`src/rtl/mem_port_arbiter_pkg.sv`:
```
// Shared codes for the unified memory-port arbiter: FSM states, owner codes,
// timeout fill data and the IF/DM tie-break rule.
package mem_port_arbiter_pkg;

    typedef enum logic [1:0] {
        IDLE = 2'd0,
        BUSY = 2'd1,
        DONE = 2'd2
    } arb_state_e;

    typedef enum logic {
        OWN_IF = 1'b0,
        OWN_DM = 1'b1
    } arb_owner_e;

    localparam logic [31:0] TIMEOUT_DATA = 32'hDEAD_BEEF;

    // A lone request wins outright; under contention the side that did not win last time goes.
    function automatic arb_owner_e pick_owner(input logic if_req, input logic dm_req,
                                              input logic last_dm);
        arb_owner_e o;
        if (if_req && dm_req) begin
            if (last_dm) o = OWN_IF;
            else         o = OWN_DM;
        end else if (if_req) begin
            o = OWN_IF;
        end else begin
            o = OWN_DM;
        end
        return o;
    endfunction

endpackage

```
`src/rtl/mem_arb_wdog.sv`:
```
// BUSY-state watchdog: counts stalled cycles and flags expiry on the TIMEOUT-th one.
module mem_arb_wdog #(
    parameter int unsigned TIMEOUT = 16
) (
    input  logic clk,
    input  logic rst,
    input  logic clr,
    input  logic en,
    output logic expire
);

    localparam int unsigned CW = (TIMEOUT < 2) ? 1 : $clog2(TIMEOUT);

    logic [CW-1:0] cnt;

    always_ff @(posedge clk or negedge rst) begin
        if (!rst)      cnt <= '0;
        else if (clr)  cnt <= '0;
        else if (en)   cnt <= cnt + 1'b1;
    end

    // Fires during the last allowed stalled cycle so the FSM leaves BUSY on that edge.
    assign expire = en && (cnt == CW'(TIMEOUT - 1));

endmodule

```
`src/rtl/mem_port_arbiter.sv`:
```
// Shares one memory port between instruction fetch and lw/sw data accesses.
// Optional BUSY watchdog enabled by defining MEM_ARB_TIMEOUT_EN.
module mem_port_arbiter
    import mem_port_arbiter_pkg::*;
#(
    parameter int unsigned AW      = 32,
    parameter int unsigned DW      = 32,
    parameter int unsigned TIMEOUT = 16
) (
    input  logic          clk,
    input  logic          rst,
    input  logic          if_req,
    input  logic [AW-1:0] if_addr,
    output logic          if_ack,
    output logic [DW-1:0] if_rdata,
    input  logic          dm_req,
    input  logic          dm_we,
    input  logic [AW-1:0] dm_addr,
    input  logic [DW-1:0] dm_wdata,
    output logic          dm_ack,
    output logic [DW-1:0] dm_rdata,
    output logic          mem_req,
    output logic          mem_we,
    output logic [AW-1:0] mem_addr,
    output logic [DW-1:0] mem_wdata,
    input  logic [DW-1:0] mem_rdata,
    input  logic          mem_ready,
    output logic          err
);

    arb_state_e    state;
    arb_owner_e    owner;
    arb_owner_e    grant;
    logic          last_dm;
    logic [AW-3:0] cap_addr;
    logic          cap_we;
    logic [DW-1:0] cap_wdata;
    logic          tmo_expire;
    logic [DW-1:0] rd_data;

    // Word-aligned port: byte-offset bits never reach memory.
    logic unused_lsb;
    assign unused_lsb = ^{if_addr[1:0], dm_addr[1:0]};

`ifdef MEM_ARB_TIMEOUT_EN
    mem_arb_wdog #(.TIMEOUT(TIMEOUT)) u_wdog (
        .clk    (clk),
        .rst    (rst),
        .clr    (state != BUSY),
        .en     ((state == BUSY) && !mem_ready),
        .expire (tmo_expire)
    );
`else
    localparam int unsigned unused_timeout = TIMEOUT;
    assign tmo_expire = 1'b0;
`endif

    always_comb grant = pick_owner(if_req, dm_req, last_dm);

    // A stalled access that times out returns a recognisable poison word.
    assign rd_data = mem_ready ? mem_rdata : DW'(TIMEOUT_DATA);

    assign mem_addr  = {cap_addr, 2'b00};
    assign mem_we    = cap_we;
    assign mem_wdata = cap_wdata;

    always_ff @(posedge clk or negedge rst) begin
        if (!rst) begin
            state     <= IDLE;
            owner     <= OWN_IF;
            last_dm   <= 1'b0;
            cap_addr  <= '0;
            cap_we    <= 1'b0;
            cap_wdata <= '0;
            mem_req   <= 1'b0;
            if_ack    <= 1'b0;
            dm_ack    <= 1'b0;
            if_rdata  <= '0;
            dm_rdata  <= '0;
            err       <= 1'b0;
        end else begin
            if_ack <= 1'b0;
            dm_ack <= 1'b0;
            err    <= 1'b0;
            case (state)
                IDLE: begin
                    if (if_req || dm_req) begin
                        owner   <= grant;
                        mem_req <= 1'b1;
                        state   <= BUSY;
                        if (grant == OWN_IF) begin
                            cap_addr <= if_addr[AW-1:2];
                            cap_we   <= 1'b0;
                        end else begin
                            cap_addr  <= dm_addr[AW-1:2];
                            cap_we    <= dm_we;
                            cap_wdata <= dm_wdata;
                        end
                    end
                end
                BUSY: begin
                    if (mem_ready || tmo_expire) begin
                        mem_req <= 1'b0;
                        err     <= !mem_ready;
                        state   <= DONE;
                        if (owner == OWN_IF) begin
                            if_ack   <= 1'b1;
                            if_rdata <= rd_data;
                        end else begin
                            dm_ack <= 1'b1;
                            if (!cap_we) dm_rdata <= rd_data;
                        end
                    end
                end
                DONE: begin
                    // Requests are deliberately not sampled here: the owner's req is still high.
                    last_dm <= (owner == OWN_DM);
                    state   <= IDLE;
                end
                default: state <= IDLE;
            endcase
        end
    end

endmodule

```
`config.mk`:
```
export PLATFORM = sky130hd
export DESIGN_NAME = mem_port_arbiter
export DESIGN_NICKNAME = d
export VERILOG_FILES = /design/src/rtl/mem_port_arbiter_pkg.sv /design/src/rtl/mem_arb_wdog.sv /design/src/rtl/mem_port_arbiter.sv
export SDC_FILE = /design/constraint.sdc
export NUM_CORES = 1
export LEC_CHECK = 0
export CAP_MARGIN = 20
export CORE_MARGIN = 5
export CORE_UTILIZATION = 36
export DETAILED_ROUTE_END_ITERATION = 16
export GPL_TIMING_DRIVEN = 0
export PLACE_DENSITY_LB_ADDON = 0.12
export SYNTH_ARGS = -nofsm -noshare
export SYNTH_HDL_FRONTEND = slang
export SYNTH_SLANG_ARGS = --single-unit
```
`constraint.sdc`:
```
create_clock -name clk -period 1.68 [get_ports clk]
set_input_delay 0.252 -clock clk [delete_from_list [all_inputs] [get_ports clk]]
set_output_delay 0.252 -clock clk [all_outputs]
set_load 0.02 [all_outputs]
```
* After elaboration in Yosys (flattened, before gate mapping)
Index checks and enable logic that the tools add are counted.
Word-level totals: bits in registers 135, output and inout bits 133
Operators by class: eq/ne operators 4, multiplexer cells 19, bitwise gates (word level) 2, reduce and logical (&&, ||, !) cells 11
Operator list (number):
- 2-to-1 mux 30 bit | 1
- 2-to-1 mux 1 bit | 14
- AND reduction 3 bit | 3
- 2-to-1 mux 2 bit | 2
- != test 2 bit, second input constant | 2
- one-hot mux 2 bit (2 select lines) | 1
- AND reduction 2 bit | 2
- AND reduction 4 bit | 1
- == test 2 x 1 -> 1 bit, second input constant | 1
- == test 2 bit, second input constant | 1
- zero test 2 bit | 1
- inverter 1 bit | 2
- one-hot mux 1 bit (2 select lines) | 1
- nonzero test 2 bit | 1
- logical AND 1 bit | 1
- zero test 1 bit | 1
- logical OR 1 bit | 1

* Longest topological paths before layout
Gate-level depths: netlist of run 1.
depth after elaboration 3, depth in mapped cells 6, depth with buffers taken out 3

* Worst setup path after synthesis of run 1
No wires, ideal clock.
path type reg-to-reg, start point register state[1], end point register dm_rdata[10], setup time 0.125 ns, arrival 1.330 ns, required time 1.555 ns, setup slack 0.225 ns, cell stages (with the launch flop) 5, buffers on the path 1, clock period less this slack 1.455 ns, cell sequence dfrtp_1 -> nand3b_4 -> nor3_4 -> buf_6 -> mux2_2
Between the ends: longest elaborated chain between the ends 2
Ends and longest elaborated chain:
- start, declared | RTL line mem_port_arbiter.sv:31 | arb_state_e state;
- start signal, assigned | RTL line mem_port_arbiter.sv:69 | state <= IDLE;
- start signal, assigned | RTL line mem_port_arbiter.sv:90 | state <= BUSY;
- start signal, assigned | RTL line mem_port_arbiter.sv:105 | state <= DONE;
- == test 2 x 1 -> 1 bit | RTL line mem_port_arbiter.sv:85 | case (state)
- AND reduction 4 bit (no source line)
- end signal, assigned | RTL line mem_port_arbiter.sv:111 | if (!cap_we) dm_rdata <= rd_data;
- end, declared | RTL line mem_port_arbiter.sv:21 | output logic [DW-1:0] dm_rdata,
No other way between the ends. A chain may end at the register's enable or synchronous reset.

* Worst setup path in the final report of run 1
start point register cap_addr[23], end point output mem_addr[25]
RTL lines:
- start, declared | RTL line mem_port_arbiter.sv:35 | logic [AW-3:0] cap_addr;
- start signal, assigned | RTL line mem_port_arbiter.sv:92 | cap_addr <= if_addr[AW-1:2];
- start signal, assigned | RTL line mem_port_arbiter.sv:95 | cap_addr <= dm_addr[AW-1:2];
- end, declared | RTL line mem_port_arbiter.sv:24 | output logic [AW-1:0] mem_addr,
No word-level cell between the ends.

==> results.yml, run 1 <==
grt:
  grt_pass1_vias: 4693
  grt_pass1_wl_um: 25000
  grt_overflow_total: 0
  grtUsageTotal_pct: 17.6
  grt_max_degree: 91
  antenna_found_initial: 0
cts:
  cts_tree: "yes"
  clock_sinks: 134
  htree_num_levels: 4
  cts_made_buffers: 17
  cts-root-buf: "clkbuf_16"
  clock_latency_ps: 410
  clkTransAtPathRegs_ps: 60
  cts_buffer_depth: 2
timing:
  fin_crit_ps: 1650
  fin_skew_ps: 4.92
  setup_viol: 0
  maxSlewViolCount: 0
  whs_ps: 345
  finalHoldViolCount: 0
  min_period_over_period_pct: 98.1
  timing.fmax_ghz: 0.607
  fin_tns_setup_ps: 0
detailed_routing:
  wl_um: 15700
  num_vias: 4334
  drt_iter0_drc: 97
  detail-route-antenna-nets: 0
  drcViolationCount: 0
  dr.pass1.iters: 4
  routedWlPerCell_um: 17.5
  via_per_inst: 4.85
power:
  power.density_nw_per_um2: 2010
  power.total_mw: 18.4
  p_leak_nw: 4.15
  ir_worst_vdd_mv: 0.786
synth:
  synth_cell_types: 27
  syn_area_um2: 5550
  postSynthAreaPerCell_um2: 13.5
  ys_seq_area_share_pct: 60.4
  synth-seq-cells: 134
  ys_warn_count: 0
  synth_cells: 410
worst_setup_path:
  worstPathRequired_ps: 1430
  critPathSlowestCell: "clkdlybuf4s50_1"
  crit_family: "buffers and inverters"
  max_stage_delay_ps: 640
  r2r_cells: 5
  crit_path_end_kind: "primary output"
  crit_fanout: 2
  crit_path_start: "cap_addr[23]"
  crit_buf_inv: 1
  path_cells: "clkdlybuf4s50_1"
  crit_path_end: "mem_addr[25]"
  cp.depth: 1
  path_class: "reg2out"
  rr_endpoint: "dm_rdata[12]"
  worstPathArrival_ps: 1400
  r2r_slack_ps: 80
  critPathLaunchType: "flip-flop"
  reg2reg_from: "state[1]"
placed_design:
  hpwl_um: 11900
  portBuffers: 258
  numPlacedInstances: 859
  gp_congestion: 0.864
final_layout:
  drive_above_1_share_pct: 20.4
  area_growth_syn_to_layout_pct: 64.9
  n_antenna_cell: 0
  fillers: 1217
  nets: 827
  layout_common_cells: "211 x clkdlybuf4s50_1, 133 x dfrtp_1, 57 x mux2_2"
  fin_cells: 894
  layout_commonest_cell: "clkdlybuf4s50_1"
  multiInputGateArea_um2: 1990
  register_area_um2: 3350
  fin_util_pct: 60.5
floorplan:
  io_pins: 267
  die_area_um2: 18000
  dieWidth_um: 134
  coreArea_um2: 15100
  initial_utilization_pct: 36.7
  die_h_um: 134
  rows: 45
hold_path:
  hold_path_class: "in2async"
flow_run:
  drv_cap: 0
outcome:
  status: "finished, final reports clean"
[cell families after synthesis]
| kind of cell | synth area share (%) |
|---|---|
| buffers and inverters | 3.99 |
| AO/OA/AOI/OAI | 9.60 |
| other | 0.0675 |
| flip-flops | 60.4 |
| multiplexers | 21.4 |
| AND/OR/NAND/NOR | 4.53 |
[final cells by class]
| type | instances | area share (%) |
|---|---|---|
| Clock buffer | 21 | 4.92 |
| Clock inverter | 11 | 1.91 |
| Tap cell | 188 | 2.57 |
| Inverter | 4 | 0.164 |
| Timing Repair Buffer | 262 | 29.9 |
| Sequential cell | 134 | 36.6 |
| Multi-Input combinational cell | 239 | 21.7 |
| Buffer | 35 | 2.27 |
[where the power goes]
part / internal (mW) / switching, mW / leakage [nW] / total (mW)
Combinational: 4.55 / 4.22 / 2.28 / 8.77
Sequential: 4.87 / 0.894 / 1.57 / 5.76
Clock: 2.53 / 1.36 / 0.297 / 3.89
[per-layer routing]
metal	global-route usage [%]	routed length, um	vias up	share of wire (%)
met1	21.4	6480	2079	41
met5	0	0	-	0
met3	6.83	1360	25	8.7
met2	28.3	7470	183	48
li1	-	-	2047	-
met4	6.79	363	0	2.3
[state kept, by name (all words and copies together), names as in the netlist]
| register | count |
|---|---|
| dm_ack | 1 |
| mem_req | 1 |
| dm_rdata | 32 |
| mem_we | 1 |
| cap_addr | 30 |
| if_rdata | 32 |
| if_ack | 1 |
| owner | 1 |
| state | 2 |
| last_dm | 1 |
| mem_wdata | 32 |
[through the flow]
step	cell area (um^2)	worst slack (ps)
after global routing	9160	-11.5
final	9160	31.9
after detailed placement	8410	-274
after floorplan	5560	225
after CTS	9030	0.695
after global placement	8380	-4900
[cells in the mapped netlist]
cell	count	area (um^2)
dfrtp_1	134	3350
mux2_2	57	642
o21ai_0	33	165
a21oi_1	30	150
a31oi_1	30	188
nand3_1	30	150
mux2_4	29	435
clkbuf_1	17	63.8
mux2_1	10	113
buf_2	6	30.0
buf_4	6	45.0
buf_6	6	67.6
inv_1	4	15.0
nand2_1	4	15.0
nor2_1	2	7.51
a211oi_2	1	12.5
a32o_1	1	10.0
and2_1	1	6.26
conb_1	1	3.75
nand2_2	1	6.26
nand2b_1	1	6.26
nand3b_4	1	20.0
nor2_4	1	11.3
nor2b_1	1	6.26
nor3_4	1	16.3
o31ai_1	1	7.51
or2_0	1	6.26
[how the worst min path moves through the flow]
stage | to | slack (ps) | from | depth (start not counted)
2_1_floorplan | cap_addr[0] | -40 | rst | 0
3_3_place_gp | mem_req | 470 | mem_req | 2
3_5_place_dp | if_rdata[10] | 210 | rst | 1
4_1_cts | if_rdata[10] | 330 | rst | 2
5_1_grt | dm_rdata[2] | 370 | rst | 2
6_report | if_rdata[10] | 340 | rst | 2
[timing repair]
item                                   4_1_cts  5_1_grt
setup endpoints to repair                    8       76
setup buffers                                0        2
endpoints found under the hold margin       44        0
pin swaps                                    0        1
resized for setup                            8       41
hold buffers                                 1        0
No activity file was read; power rests on OpenSTA's default activity.
==> run 2, diff against run 1 <==
--- a/config.mk
+++ b/config.mk
@@ -10,6 +10,7 @@
 export CORE_UTILIZATION = 36
 export DETAILED_ROUTE_END_ITERATION = 16
 export GPL_TIMING_DRIVEN = 0
+export HOLD_SLACK_MARGIN = 0.02
 export PLACE_DENSITY_LB_ADDON = 0.12
 export SYNTH_ARGS = -nofsm -noshare
 export SYNTH_HDL_FRONTEND = slang
==> results of run 2 <==
Same layout as run 1: the final DEF is identical, and so are final timing and power.
==> run 3, diff against run 2 <==
--- a/config.mk
+++ b/config.mk
@@ -8,6 +8,7 @@
 export CAP_MARGIN = 20
 export CORE_MARGIN = 5
 export CORE_UTILIZATION = 36
+export CTS_CLUSTER_SIZE = 30
 export DETAILED_ROUTE_END_ITERATION = 16
 export GPL_TIMING_DRIVEN = 0
 export HOLD_SLACK_MARGIN = 0.02
==> results of run 3 <==
Same layout as run 1: the final DEF is identical, and so are final timing and power.
